$ cat src/rtl/xdisp_mux.sv
// Signed-decimal seven-segment driver: sequential double-dabble conversion into
// sign-magnitude BCD, shown on a free-running multiplexed common-anode display.
module xdisp_mux #(
  parameter int DATA_W      = 11,
  parameter int DIGITS      = 4,
  parameter int REFRESH_DIV = 262144
) (
  input  logic              clk,
  input  logic              rst,
  input  logic              sel,
  input  logic [DATA_W-1:0] data_in,
  input  logic              blank_lz,
  output logic              busy,
  output logic              ovf,
  output logic [DIGITS-1:0] an,
  output logic [7:0]        seg
);

  localparam int NB = DIGITS - 1;
  localparam int BW = 4 * NB;
  localparam int CW = $clog2(DATA_W);
  localparam int DW = (REFRESH_DIV > 1) ? $clog2(REFRESH_DIV) : 1;
  localparam int IW = $clog2(DIGITS);

  localparam logic [CW-1:0] CNT_TOP = CW'(DATA_W - 1);
  localparam logic [DW-1:0] DIV_TOP = DW'(REFRESH_DIV - 1);
  localparam logic [IW-1:0] IDX_TOP = IW'(DIGITS - 1);

  typedef enum logic [1:0] {
    IDLE   = 2'd0,
    SHIFT  = 2'd1,
    COMMIT = 2'd2
  } state_t;

  state_t r_state;
  state_t w_next;

  // conversion work registers
  logic [DATA_W-1:0] r_mag;
  logic              r_neg;
  logic              r_blank;
  logic [CW-1:0]     r_cnt;
  logic [BW-1:0]     r_bcd;
  logic              r_sticky;

  // display registers, only updated in COMMIT
  logic [BW-1:0]     r_dispBcd;
  logic              r_dispNeg;
  logic              r_dispOvf;
  logic              r_dispBlank;

  logic [DW-1:0]     r_div;
  logic [IW-1:0]     r_idx;

  logic [DATA_W-1:0] w_magIn;
  logic [BW-1:0]     w_adj;
  logic [BW-1:0]     w_shifted;
  logic              w_carry;
  logic              w_bit;
  logic [NB-1:0]     w_zeroAbove;
  logic              w_run;
  logic [3:0]        w_digit;
  logic              w_lz;

  function automatic logic [7:0] segOf(input logic [3:0] d);
    logic [7:0] s;
    case (d)
      4'd0:    s = 8'h03;
      4'd1:    s = 8'h9F;
      4'd2:    s = 8'h25;
      4'd3:    s = 8'h0D;
      4'd4:    s = 8'h99;
      4'd5:    s = 8'h49;
      4'd6:    s = 8'h41;
      4'd7:    s = 8'h1F;
      4'd8:    s = 8'h01;
      4'd9:    s = 8'h09;
      default: s = 8'hFF;
    endcase
    return s;
  endfunction

  always_ff @(posedge clk) begin
    if (rst) r_state <= IDLE;
    else     r_state <= w_next;
  end

  always_comb begin
    w_next = r_state;
    case (r_state)
      IDLE:    if (sel) w_next = SHIFT;
      SHIFT:   if (r_cnt == '0) w_next = COMMIT;
      COMMIT:  w_next = IDLE;
      default: w_next = IDLE;
    endcase
  end

  assign busy = (r_state != IDLE);
  assign ovf  = r_dispOvf;

  // the most negative input negates to itself, which is the correct unsigned magnitude
  assign w_magIn = data_in[DATA_W-1] ? ((~data_in) + DATA_W'(1)) : data_in;

  always_comb begin
    w_adj = r_bcd;
    for (int i = 0; i < NB; i++) begin
      if (r_bcd[4*i +: 4] >= 4'd5) w_adj[4*i +: 4] = r_bcd[4*i +: 4] + 4'd3;
    end
  end

  assign w_bit     = r_mag[r_cnt];
  assign w_carry   = w_adj[BW-1];
  assign w_shifted = {w_adj[BW-2:0], w_bit};

  always_ff @(posedge clk) begin
    if (rst) begin
      r_mag       <= '0;
      r_neg       <= 1'b0;
      r_blank     <= 1'b0;
      r_cnt       <= '0;
      r_bcd       <= '0;
      r_sticky    <= 1'b0;
      r_dispBcd   <= '0;
      r_dispNeg   <= 1'b0;
      r_dispOvf   <= 1'b0;
      r_dispBlank <= 1'b0;
    end else begin
      case (r_state)
        IDLE: begin
          if (sel) begin
            r_mag    <= w_magIn;
            r_neg    <= data_in[DATA_W-1];
            r_blank  <= blank_lz;
            r_bcd    <= '0;
            r_sticky <= 1'b0;
            r_cnt    <= CNT_TOP;
          end
        end
        SHIFT: begin
          r_bcd    <= w_shifted;
          r_sticky <= r_sticky | w_carry;
          r_cnt    <= r_cnt - CW'(1);
        end
        COMMIT: begin
          r_dispBcd   <= r_bcd;
          r_dispNeg   <= r_neg;
          r_dispOvf   <= r_sticky;
          r_dispBlank <= r_blank;
        end
        default: ;
      endcase
    end
  end

  // scan runs independently of conversions
  always_ff @(posedge clk) begin
    if (rst) begin
      r_div <= '0;
      r_idx <= '0;
    end else if (r_div == DIV_TOP) begin
      r_div <= '0;
      r_idx <= (r_idx == IDX_TOP) ? '0 : r_idx + IW'(1);
    end else begin
      r_div <= r_div + DW'(1);
    end
  end

  assign an = ~(DIGITS'(1) << r_idx);

  // w_zeroAbove[i]: digit i and every numeric digit above it are zero
  always_comb begin
    w_run       = 1'b1;
    w_zeroAbove = '0;
    for (int i = NB - 1; i >= 0; i--) begin
      w_run          = w_run && (r_dispBcd[4*i +: 4] == 4'd0);
      w_zeroAbove[i] = w_run;
    end
  end

  always_comb begin
    w_digit = 4'd0;
    w_lz    = 1'b0;
    for (int i = 0; i < NB; i++) begin
      if (r_idx == IW'(i)) begin
        w_digit = r_dispBcd[4*i +: 4];
        w_lz    = w_zeroAbove[i];
      end
    end
  end

  always_comb begin
    seg = 8'hFF;
    if (r_idx == IDX_TOP)                         seg = r_dispNeg ? 8'hFD : 8'hFF;
    else if (r_dispOvf)                           seg = 8'hFD;
    else if (r_dispBlank && r_idx != '0 && w_lz)  seg = 8'hFF;
    else                                          seg = segOf(w_digit);
  end

endmodule

$ cat config.mk
export PLATFORM = sky130hd
export DESIGN_NAME = xdisp_mux
export DESIGN_NICKNAME = d
export VERILOG_FILES = /design/src/rtl/xdisp_mux.sv
export SDC_FILE = /design/constraint.sdc
export NUM_CORES = 1
export LEC_CHECK = 0
export ABC_AREA = 1
export ABC_CLOCK_PERIOD_IN_PS = 4900
export CAP_MARGIN = 0
export CELL_PAD_IN_SITES_DETAIL_PLACEMENT = 0
export CELL_PAD_IN_SITES_GLOBAL_PLACEMENT = 2
export CORE_MARGIN = 2
export CORE_UTILIZATION = 35
export DETAILED_ROUTE_END_ITERATION = 7
export HOLD_SLACK_MARGIN = 0.02
export PLACE_DENSITY_LB_ADDON = 0.1
export SLEW_MARGIN = 20
export SYNTH_ARGS = -nofsm -noshare
export SYNTH_HDL_FRONTEND = slang
export SYNTH_SLANG_ARGS = --single-unit
$ cat constraint.sdc
create_clock -name clk -period 4.9 [get_ports clk]
set_input_delay 0.49 -clock clk [delete_from_list [all_inputs] [get_ports clk]]
set_output_delay 0.49 -clock clk [all_outputs]
set_load 0.02 [all_outputs]
## Word-level counts from Yosys, hierarchy flattened

Memories as Yosys holds them, arrays and structs flattened.
Index checks and enable logic that the tools add are counted.

| word-level totals | value |
|---|---|
| bits of input ports | 15 |
| register bits | 67 |
| bits in read-only memories | 112 |
| memories | 1 |
| output and inout bits | 14 |
| word-level logic and storage cells | 80 |

Memory list:

| memory | words | width | rd ports | clocked after memory_dff | wr ports | line | RTL |
|---|---|---|---|---|---|---|---|
| (no name shown) | 16 | 7 | 1 | 0 | 0 | 67 | `case (d)` |

| cells by class | value |
|---|---|
| $lt $le $gt $ge | 4 |
| equal/unequal tests | 8 |
| reduce and logical (&&, ||, !) cells | 17 |
| shift operators | 1 |
| muxes and demuxes | 26 |
| $add $sub $neg | 7 |
| bitwise gates (word level) | 3 |

Operators with widths:

| cell | number |
|---|---|
| 4-bit 2-to-1 mux | 7 |
| 8-bit 2-to-1 mux | 3 |
| 12-bit case mux with 2 select lines | 1 |
| 18-bit by 1-bit adder with 18-bit output, second input constant | 1 |
| 18-bit == test, second input constant | 1 |
| 4-bit logical NOT | 4 |
| 4-bit by 2-bit adder with 4-bit output, second input constant | 3 |
| 4-bit by 3-bit greater-or-equal comparator with 1-bit output, second input constant | 3 |
| 12-bit 2-to-1 mux | 1 |
| 11-bit by 1-bit adder with 11-bit output, second input constant | 1 |
| 11-bit 2-to-1 mux | 1 |
| 11-bit inverter | 1 |
| 2-bit 2-to-1 mux | 4 |
| 4-bit case mux with 2 select lines | 1 |
| 2-bit == test, second input constant | 3 |
| 2-bit AND reduction | 3 |
| 2-bit nonzero test | 3 |
| 4-bit by 5-bit < comparator with 1-bit output, second input constant | 1 |
| 1-bit 2-to-1 mux | 5 |
| 1-bit binary-select mux with 4-bit select | 1 |
| 2-bit by 1-bit == test with 1-bit output, second input constant | 2 |
| 1-bit logical AND | 4 |
| 2-bit logical NOT | 2 |
| 2-bit inequality test, second input constant | 2 |
| other kinds (8) | 8 |

## Logic depth before layout (Yosys ltp)

| depth | value |
|---|---|
| depth in word-level cells | 10 |
| depth in mapped cells | 15 |
| depth with buffers taken out | 14 |

## Worst setup path before layout

Ideal clock, no wire load.

| path | value |
|---|---|
| kind | reg-to-output |
| from | register r_idx[0] |
| to | output seg[1] |
| cell stages (with the launch flop) | 13 |
| data arrival time | 1.990 ns |
| buffers on the path | 0 |
| path slack | 2.420 ns |
| data required time | 4.410 ns |
| path through | dfxtp_1 -> inv_1 -> ha_1 -> inv_2 -> o21ai_0 -> inv_1 -> ha_1 -> inv_1 -> nand3_1 -> nand3_1 -> nand2_1 -> nand2_1 -> nand2_1 |

| on the way | value |
|---|---|
| word-level cells in the longest chain between the ends | 8 |

RTL lines:

| element | line | RTL |
|---|---|---|
| from (decl) | 53 | `logic [IW-1:0] r_idx;` |
| from (signal assigned) | 162 | `r_idx <= (r_idx == IDX_TOP) ? '0 : r_idx + IW'(1);` |
| 2-bit logical NOT | 184 | `if (r_idx == IW'(i)) begin` |
| 4-bit 2-to-1 mux / 1-bit 2-to-1 mux (equally long branches) (3 in series) | 184 |  |
| memory 16 x 7 bit / 1-bit logical AND (equally long branches) | - |  |
| 8-bit 2-to-1 mux | 195 | `else if (r_dispBlank && r_idx != '0 && w_lz) seg = 8'hFF;` |
| 8-bit 2-to-1 mux | 194 | `else if (r_dispOvf) seg = 8'hFD;` |
| 8-bit 2-to-1 mux (*) | 193 | `if (r_idx == IDX_TOP) seg = r_dispNeg ? 8'hFD : 8'hFF;` |
| to (decl) | 16 | `output logic [7:0] seg` |

Mark *: on every way between the ends. The rest lies on a longest branch, timed or not.

## Worst setup path after layout

Same ends and word-level chain as after synthesis.

==> results.ini <==
[timing]
worstMarginPinSlew_ps=892
min_period_ps=3470
hold_violations=0
rsz0062_at_grt=no
relSlewSlack_pct=40.5
fmax_ghz=0.288
skew_ps=7.65
tns_ps=0
fin_crit_sh_pct=70.9
final-setup-viol-count=0
slew_violations=0

[critical_path]
crit_slowest_cell=o21ai_0
path_class=reg2out
cp.required_ps=4410
ff2ff_setup_slack_ps=3290
slowest_delay_ps=530
crit_path_max_fanout=7
cp_data_arrival_time_ps=2980
end_kind=output port
r2r_cells=5
crit_chain=inv_1, ha_1, inv_2, o21ai_0, inv_1, ha_1, inv_1, nand3_1, nand3_1, nand2_1, nand2_1, nand2_1, clkdlybuf4s50_1
start_kind=flop

[cells_and_area]
final_area_um2=4380
syn_to_final_growth_pct=15.0
fin_nets=616
stdcell_count=726
layout-drive-gt1-share_pct=8.53
diodes=0

[run_status]
outcome=completed

[logic_synthesis]
synthTopCellsByCount=115 x nand2_1, 71 x inv_1, 67 x dfxtp_1, 60 x nor2_1, 54 x a21oi_1
synthesis.nets=591
yosysMostFrequentCell=nand2_1
synth.area.top_cells=dfxtp_1 35%, nand2_1 11%, a21oi_1 7.1%
ys_seq_area_share_pct=35.2
syn_avg_cell_area_um2=6.83
synth_top_cell_area_share_pct=35.2
synth_seq_cells=67
synth_top_cell_by_area=dfxtp_1
netlist_instances=557
synth-edff-count=0
ys_warn_count=0
synthFlopType=dfxtp_1
synth.distinct_cells=34
async_flop_share_pct=0
netlist_area_um2=3810

[detailed_routing]
highest_layer=met4
wl_mm=8.52
viasPerCell=4.61
dr_wl_met3_um=254
route.detailed.drc=0
vias=3347
wl_met2_mm=3.92
met1_length_mm=4.29
drt-wirelength-per-cell_um=11.7
drtIter0Drc=178
final_antenna_net_count=0
first_pass_iters=4

[clocking]
cts_root_buffer=clkbuf_8
cts-htree-levels=3
cts_setup_buffers=0
cts.repair.resized=0
cts_buffers=9
clkSinkCount=67
cts.clk_slew.worst_paths_ps=70
clock_path_buffers=2
cts_tree=done
postCtsHoldBufs=0
clk_latency_ps=340

[grt]
grt_pass1_vias=3184
grt_usage_pct=15.5
antenna_found_initial=0
overflow=0
grt_pass1_wl_mm=14.4
grt_max_degree=29

[floorplanning]
die_x_um=108
die_area_um2=11700
coreArea_um2=10700
io_pins=29
start_util_pct=35.4
die_height_um=108
placementRows=38

[job]
drv_cap=0

[placement]
routabilityCongestion=0.786
portBuffers=27
dpl-instance-area_um2=4180
hpwl_mm=6.24
place_inst=711

[hold_path]
hold_path_class=reg2reg
holdPathStages=2

[power]
powerDensity_nw_per_um2=284
leakagePower_nw=1.84
power_w=0.00124
vdd.ir_drop.worst_mv=0.103

==> final timing paths <==
| kind | start | to |
|---|---|---|
| max reg2reg | r_state[1] | r_dispBlank |
| min reg2reg | r_bcd[11] | r_bcd[11] |
| max | r_idx[0] | seg[1] |
| min | r_bcd[11] | r_bcd[11] |
==> where the power goes <==
part / internal, W / leakage, nW / total (W) / switching (W)
registers: 0.000569 / 0.545 / 0.000588 / 0.0000191
logic: 0.0000707 / 1.20 / 0.000184 / 0.000114
clock network: 0.000259 / 0.0974 / 0.000471 / 0.000212
total: 0.000899 / 1.84 / 0.00124 / 0.000345
==> through the flow <==
| step | worst slack, ps | hold WS [ps] | util (%) |
|---|---|---|---|
| finish | 1430 | 462 | 40.7 |
| global route | 1110 | 482 | 40.7 |
| CTS | 1370 | 467 | 40.7 |
| detailed placement | 1740 | 456 | 38.9 |
| global placement | 1810 | 448 | 38.9 |
| floorplan | 2420 | 430 | - |
==> placed cells by master, fill, tap and decap left out, types with 3 or more instances in the layout <==
cell and count:
a21oi_1 54, clkbuf_8 11, clkdlybuf4s50_1 27, dfxtp_1 67, ha_1 19, inv_1 71
inv_2 5, nand2_1 115, nand2_2 11, nand3_1 41, nand3b_1 3, nand4_1 6
nor2_1 60, nor2_2 3, nor2_4 6, nor3_1 6, o211ai_1 3, o21ai_0 44
or2_2 3, xor2_1 10
==> flip-flops by register name, indices dropped and copies added (netlist names), 2 cells and up <==
signal and count:
r_bcd 12, r_idx 2, r_mag 11, r_cnt 4
r_div 18, r_state 2, r_dispBcd 12
==> per-layer routing <==
metal  vias to the layer above  GRT usage (%)
met5                         -              0
met2                        39           25.9
met3                         6           2.95
met1                      1474           19.9
met4                         0           5.22
li1                       1828              -
==> critical path: cells and delay by family, from the launching register on <==
family                   cells  cell delay, ps
flip-flops                   1             350
buffers and inverters        5             910
AND/OR/NAND/NOR              5             330
AO/OA/AOI/OAI                1             530
adder cells (fa/ha/maj)      2             520
==> kinds of logic after synthesis <==
logic type	count (synthesis)	synth area share, %
AO/OA/AOI/OAI	105	14.2
AND/OR/NAND/NOR	261	31.6
other	1	0.0985
buffers and inverters	93	10.1
flip-flops	67	35.2
adder cells (fa/ha/maj)	19	6.25
XOR/XNOR	11	2.53
==> area by class of cell <==
cell class              count  area, um2
fillers                  1171       6370
multi-input cells         397       2080
flip-flops and latches     67       1340
inverters                  78        293
repair buffers             29        285
well taps                 140        175
clock buffers              11        151
clock inverters             4       50.0
(Power assumes the default switching activity.)
